===== src/rtl/evm_pkg.sv =====
// evm_pkg: shared mode and FSM state encodings for the EVM front-panel controller
package evm_pkg;

    typedef enum logic [1:0] {
        MODE_VOTE   = 2'd0,
        MODE_RESULT = 2'd1,
        MODE_WINNER = 2'd2,
        MODE_RSVD   = 2'd3
    } mode_t;

    typedef enum logic [1:0] {
        ST_IDLE   = 2'd0,
        ST_ACK    = 2'd1,
        ST_RESULT = 2'd2,
        ST_WINNER = 2'd3
    } state_t;

endpackage


===== src/rtl/evm_max_finder.sv =====
// evm_max_finder: combinational maximum tally and leader mask over all candidates
module evm_max_finder #(
    parameter int NUM_CAND = 4,
    parameter int VOTE_W   = 8
) (
    input  logic [NUM_CAND*VOTE_W-1:0] cand_votes,
    output logic [VOTE_W-1:0]          max_tally,
    output logic [NUM_CAND-1:0]        leader_mask
);

    // running maximum across all tallies
    always_comb begin
        max_tally = '0;
        for (int i = 0; i < NUM_CAND; i++)
            if (cand_votes[i*VOTE_W +: VOTE_W] > max_tally)
                max_tally = cand_votes[i*VOTE_W +: VOTE_W];
    end

    // every candidate matching the maximum is a leader, so ties light together
    always_comb begin
        leader_mask = '0;
        for (int i = 0; i < NUM_CAND; i++)
            leader_mask[i] = cand_votes[i*VOTE_W +: VOTE_W] == max_tally;
    end

endmodule


===== src/rtl/evm_display_ctrl.sv =====
// evm_display_ctrl: EVM LED controller (vote acknowledge, tally display, winner display);
// define MODE_CTRL_BLINK_EN to blink the LEDs during the acknowledge instead of holding them solid
module evm_display_ctrl
    import evm_pkg::*;
#(
    parameter int NUM_CAND   = 4,
    parameter int VOTE_W     = 8,
    parameter int LED_W      = 8,
    parameter int ACK_CYCLES = 10,
    parameter int BLINK_DIV  = 2
) (
    input  logic                       clock,
    input  logic                       reset,
    input  logic [1:0]                 mode,
    input  logic                       valid_vote_casted,
    input  logic [NUM_CAND*VOTE_W-1:0] cand_votes,
    input  logic [NUM_CAND-1:0]        cand_button_press,
    output logic [LED_W-1:0]           leds,
    output logic                       ack_busy
);

    localparam int AW = $clog2(ACK_CYCLES) + 1;
    localparam int IW = $clog2(NUM_CAND);

    if (NUM_CAND < 2 || NUM_CAND > LED_W || ACK_CYCLES < 1 || BLINK_DIV < 1) begin : g_bad_param
        $error("evm_display_ctrl: parameter out of range");
    end

    state_t                state, state_n;
    logic [AW-1:0]         ack_cnt, ack_cnt_n;
    logic [IW-1:0]         sel_idx, sel_idx_n, press_idx, shown_idx;
    logic                  sel_valid, sel_valid_n;
    logic [LED_W-1:0]      leds_n, ack_leds, tally_leds;
    logic [VOTE_W-1:0]     max_tally;
    logic [NUM_CAND-1:0]   leader_mask;
    logic                  ack_load, ack_hold;

    evm_max_finder #(
        .NUM_CAND (NUM_CAND),
        .VOTE_W   (VOTE_W)
    ) u_max (
        .cand_votes  (cand_votes),
        .max_tally   (max_tally),
        .leader_mask (leader_mask)
    );

    // a tally too wide for the LED bus saturates to all-ones
    function automatic logic [LED_W-1:0] sat(input logic [VOTE_W-1:0] x);
        logic [VOTE_W+LED_W-1:0] w;
        w = {{LED_W{1'b0}}, x};
        return |w[VOTE_W+LED_W-1:LED_W] ? '1 : w[LED_W-1:0];
    endfunction

    // lowest-numbered pressed button wins when several are held
    always_comb begin
        press_idx = '0;
        for (int i = NUM_CAND - 1; i >= 0; i--)
            if (cand_button_press[i]) press_idx = IW'(i);
    end

    assign shown_idx  = |cand_button_press ? press_idx : sel_idx;
    assign tally_leds = sat(cand_votes[shown_idx*VOTE_W +: VOTE_W]);
    assign ack_load   = mode_t'(mode) == MODE_VOTE && valid_vote_casted;
    assign ack_hold   = mode_t'(mode) == MODE_VOTE && !valid_vote_casted && state == ST_ACK && ack_cnt != '0;

`ifdef MODE_CTRL_BLINK_EN
    localparam int BW = $clog2(BLINK_DIV) + 1;

    logic [BW-1:0] blink_cnt, blink_cnt_n;
    logic          blink_on, blink_on_n, blink_wrap;

    // blink phase restarts lit on every load and flips after BLINK_DIV cycles
    always_comb begin
        blink_wrap  = blink_cnt == BW'(BLINK_DIV - 1);
        blink_cnt_n = '0;
        blink_on_n  = 1'b1;
        if (ack_hold) begin
            blink_cnt_n = blink_wrap ? '0 : blink_cnt + 1'b1;
            blink_on_n  = blink_wrap ? ~blink_on : blink_on;
        end
    end

    // blink counter register
    always_ff @(posedge clock) begin
        if (reset) begin
            blink_cnt <= '0;
            blink_on  <= 1'b1;
        end else begin
            blink_cnt <= blink_cnt_n;
            blink_on  <= blink_on_n;
        end
    end

    assign ack_leds = {LED_W{blink_on_n}};
`else
    assign ack_leds = '1;
`endif

    // next state, acknowledge countdown, selection latch and LED image from the sampled mode
    always_comb begin
        state_n     = ST_IDLE;
        ack_cnt_n   = '0;
        sel_idx_n   = sel_idx;
        sel_valid_n = sel_valid;
        leds_n      = '0;
        case (mode_t'(mode))
            MODE_VOTE: begin
                if (ack_load) begin
                    state_n   = ST_ACK;
                    ack_cnt_n = AW'(ACK_CYCLES - 1);
                    leds_n    = ack_leds;
                end else if (ack_hold) begin
                    state_n   = ST_ACK;
                    ack_cnt_n = ack_cnt - 1'b1;
                    leds_n    = ack_leds;
                end
            end
            MODE_RESULT: begin
                state_n = ST_RESULT;
                if (state != ST_RESULT) begin
                    sel_valid_n = 1'b0;
                end else if (|cand_button_press) begin
                    sel_idx_n   = press_idx;
                    sel_valid_n = 1'b1;
                    leds_n      = tally_leds;
                end else if (sel_valid) begin
                    leds_n = tally_leds;
                end
            end
            MODE_WINNER: begin
                state_n = ST_WINNER;
                leds_n  = max_tally == '0 ? '0 : LED_W'(leader_mask);
            end
            default: ;
        endcase
    end

    // state and output registers
    always_ff @(posedge clock) begin
        if (reset) begin
            state     <= ST_IDLE;
            ack_cnt   <= '0;
            sel_idx   <= '0;
            sel_valid <= 1'b0;
            leds      <= '0;
        end else begin
            state     <= state_n;
            ack_cnt   <= ack_cnt_n;
            sel_idx   <= sel_idx_n;
            sel_valid <= sel_valid_n;
            leds      <= leds_n;
        end
    end

    assign ack_busy = state == ST_ACK;

endmodule


===== config.mk =====
export PLATFORM = sky130hd
export DESIGN_NAME = evm_display_ctrl
export DESIGN_NICKNAME = d
export VERILOG_FILES = /design/src/rtl/evm_pkg.sv /design/src/rtl/evm_max_finder.sv /design/src/rtl/evm_display_ctrl.sv
export SDC_FILE = /design/constraint.sdc
export NUM_CORES = 1
export LEC_CHECK = 0
export CORE_ASPECT_RATIO = 0.7
export CORE_UTILIZATION = 35
export DETAILED_ROUTE_END_ITERATION = 8
export PLACE_DENSITY = 0.55
export SLEW_MARGIN = 0
export SYNTH_ARGS = -nofsm -noshare
export SYNTH_HDL_FRONTEND = slang
export SYNTH_SLANG_ARGS = --single-unit

===== constraint.sdc =====
create_clock -name clock -period 19.6 [get_ports clock]
set_clock_uncertainty 0.1 [all_clocks]
set_input_delay 4.9 -clock clock [delete_from_list [all_inputs] [get_ports clock]]
set_output_delay 4.9 -clock clock [all_outputs]
set_load 0.05 [all_outputs]

==> key figures <==
Yosys
  • Net Count, Synth: roughly 400
  • Synth Area in Compound Gates: 26.0%
  • Mux share of post-synthesis cell area: under 10%
  • Cell variety after synth: between 60 and 70
  • Most frequent cells after synthesis: nor2_1, ha_1, inv_1
  • Top post-synthesis cells by area: ha_1, dfxtp_1, xnor2_1
  • Syn Inst Count: between 300 and 400
  • Top cell type's share of synthesized area: between 10 and 15%
  • Largest family of logic cells by synthesized area: compound AO/OA/AOI/OAI gates
  • Mapped cell area: roughly 2700 um^2
  • Synth Register Bits: 18
  • Sequential area share after synthesis: 13.6%
  • Synth Area in Adders: roughly 14%
  • Simple-gate share of the synthesized area: a little over a fifth
  • Synth area leader: ha_1
  • Syn_area_per_cell: approximately 8.0 um^2
  • Async set-reset flop share out of synthesis: 0%
  • Post-synthesis xor/xnor area fraction: roughly a tenth
  • EDFF count, synth: 0
  • Synth warnings: 0
  • Count leader, synth: nor2_1
  • Top_reg_cell synth: dfxtp_1

Timing
  • Max_slew headroom: a little over a quarter
  • Tmin final: 11.64 ns
  • Fmax: around 86 MHz
  • Period utilisation layout: between 50% and 60%
  • RSZ-0062 raised after global routing: false
  • Finish-stage setup viols: 0
  • Total negative setup slack: 0 ns
  • Final Max Slew Viols: 0
  • Hold Vio Cnt, Final: 0
  • Tightest Pin Transition: ~1.1 ns

Power
  • Power density cells: 63.9 nW/um^2
  • Sw frac: approximately 46%
  • Int Pwr: between 100 and 150 uW
  • Switch Pwr: between 90 and 100 uW
  • Clk pwr share: 14.5%
  • Maximum VDD drop: roughly 0.036 mV
  • Leak: 0.00126 uW
  • Seq pwr share: about 18%
  • Comb power frac: between 60% and 70%

Die
  • Initial core utilization: 36.3%
  • I/O pin cnt: 50
  • CORE AREA: 7320 um^2
  • Die footprint: around 8000 um^2
  • Die width: around 110 um
  • Die Height: between 70 and 80 um
  • Rows: 26

Setup path
  • Reg-to-reg setup timing slack: roughly 17 ns
  • Worst Path Max Fanout: 11
  • Crit path cell chain: clkdlybuf4s50_1 -> inv_1 -> ha_1 -> nand4_1 -> or3_4 -> nand2_1 -> nand3_1 -> and2_1 -> ha_1 -> nand4_1 -> a21o_1 -> a21oi_1 -> a211oi_2 -> or2_2 -> ha_1 -> nand4_1 -> nor2_1 -> a211o_1 -> and2_1 -> nor2_1 -> a31oi_4 -> xnor2_1 -> or4b_1 -> o31ai_2
  • Worst path max stage delay: about 0.86 ns
  • WP buf/inv: 2
  • CP Capture Type: flop
  • Worst endpoint required time: 19.67 ns
  • Startpoint Class: input pin
  • Slowest-stage cell, CP: a21oi_1
  • Critical path's top delay family: simple AND/OR/NAND/NOR gates
  • Worst Setup Path Type: input pin to flop
  • Critical Path AT: about 12 ns

Routing
  • Final wirelength: slightly below 9000 um
  • Pre-Repair DR Iteration Count: 4
  • Number of nets still failing antenna checks after routing: 0
  • Initial DRC count: about 280
  • Routed WL per cell: 18.9 um
  • Drc violations: 0
  • Vias per Instance: 5.78
  • Via count: between 2000 and 3000

Outcome
  • Status: finished clean

Place
  • IO Port Bufs: 49
  • HPWL after DPL: roughly 7400 um
  • RD Place Congestion: approximately 0.95

Clock tree
  • H-tree levels: 1
  • Clock sink count: 18
  • Post-cts gate resize count: 0
  • Post-CTS Hold Buffers: 0
  • CTS clock-pin slew for the worst setup and hold paths: 0.07 ns
  • CTS tree: built
  • Post-CTS repair timing setup buffer count: 0
  • CTS buffer count: 3
  • Clock root buffer: clkbuf_8
  • Clock buffer depth: 2
  • Insertion delay to the later sink of the worst-skew pair: approximately 0.25 ns

Cells and area
  • Nets@finish: approximately 440
  • Fillers: about 770
  • Layout cells sized above 1: under 10%
  • ANT cells: 0
  • Synth-to-layout area growth: 23.1%
  • Finished Core Util: about 45%

GRT
  • Global Route Usage Sum: 23.2%
  • First-pass GRT wire length: about 14000 um
  • Largest net degree at the start of global routing: 18
  • Vias in the first global route: about 2600
  • Initial antenna violation count: 0
  • GRT overflow: 0

Job
  • Max-cap violation count: 0

Worst hold path
  • Hold crit path type: flop to flop
kinds of logic after synthesis:
family | count (synthesis)
buf+inv | 38
compound gates | 94
mux | 14
simple gates | 107
xor+xnor | 32
fa+ha+maj | 29
flops | 18
worst register-to-register path: stages (launching register included):
cell	delay, ns
dfxtp_1	0.33
inv_1	0.06
ha_1	0.17
or3b_2	0.47
o2111ai_1	0.31
nand2_1	0.31
a21oi_1	0.20
or2_2	0.14
o31ai_2	0.05
registers in the layout (all words and copies together), names as in the netlist:
signal,count
ack_cnt,5
leds,8
sel_idx,2
sel_valid,1
state,2
routing by layer:
metal	GRT usage [%]	wire, um	up-vias
li1	-	-	1317
met1	35.8	4360	1256
met2	33.6	3620	144
met3	5.11	899	4
met4	2.31	40	0
met5	0	0	-
through the flow:
| stage | std cells | hold WS (ns) | instance area, um^2 | power, uW | setup WS [ns] |
|---|---|---|---|---|---|
| 2_1_floorplan | 332 | 0.310 | 2660 | 138 | 9.59 |
| 3_5_place_dp | 467 | 0.322 | 3220 | 176 | 7.85 |
| 3_3_place_gp | 467 | 0.323 | 3220 | 177 | 7.84 |
| 5_1_grt | 471 | 0.388 | 3270 | 223 | 7.47 |
| 6_report | 471 | 0.330 | 3270 | 209 | 7.96 |
| 4_1_cts | 471 | 0.332 | 3270 | 208 | 8.10 |
cell usage in the layout, fill, tap and decap left out, types with 10 or more instances in the layout:
cell and n:
clkdlybuf4s50_1 49, nor2_1 30, ha_1 29, inv_1 25, a21oi_1 24, xnor2_1 24, nand2_1 19, dfxtp_1 18
nand3_1 10, o21ai_0 10
cell type report:
type                            instances  area, um^2  share of cell area, %
Clock buffer                            4        55.1                   1.68
Inverter                               25        93.8                   2.87
Multi-Input combinational cell        276        2140                   65.5
Sequential cell                        18         360                   11.0
Tap cell                               98         123                   3.75
Timing Repair Buffer                   50         498                   15.2
power by group through the flow:
stage,logic [uW],clock network (uW),registers (uW)
final,140,30.4,38.4
after floorplan,96.3,0,41.8
after CTS,138,31.5,38.4
after detailed placement,137,0,39.2
after global placement,138,0,39.3
after global routing,152,33.1,38.6
path summary, 6_finish.rpt:
check,from,end,cells after the start
worst max register to register,ack_cnt[0],leds[1],8
worst min-delay path,ack_cnt[4],ack_cnt[4],2
worst max-delay path,cand_votes[3],leds[1],24
worst min register to register,ack_cnt[4],ack_cnt[4],2
(Power assumes the default switching activity.)
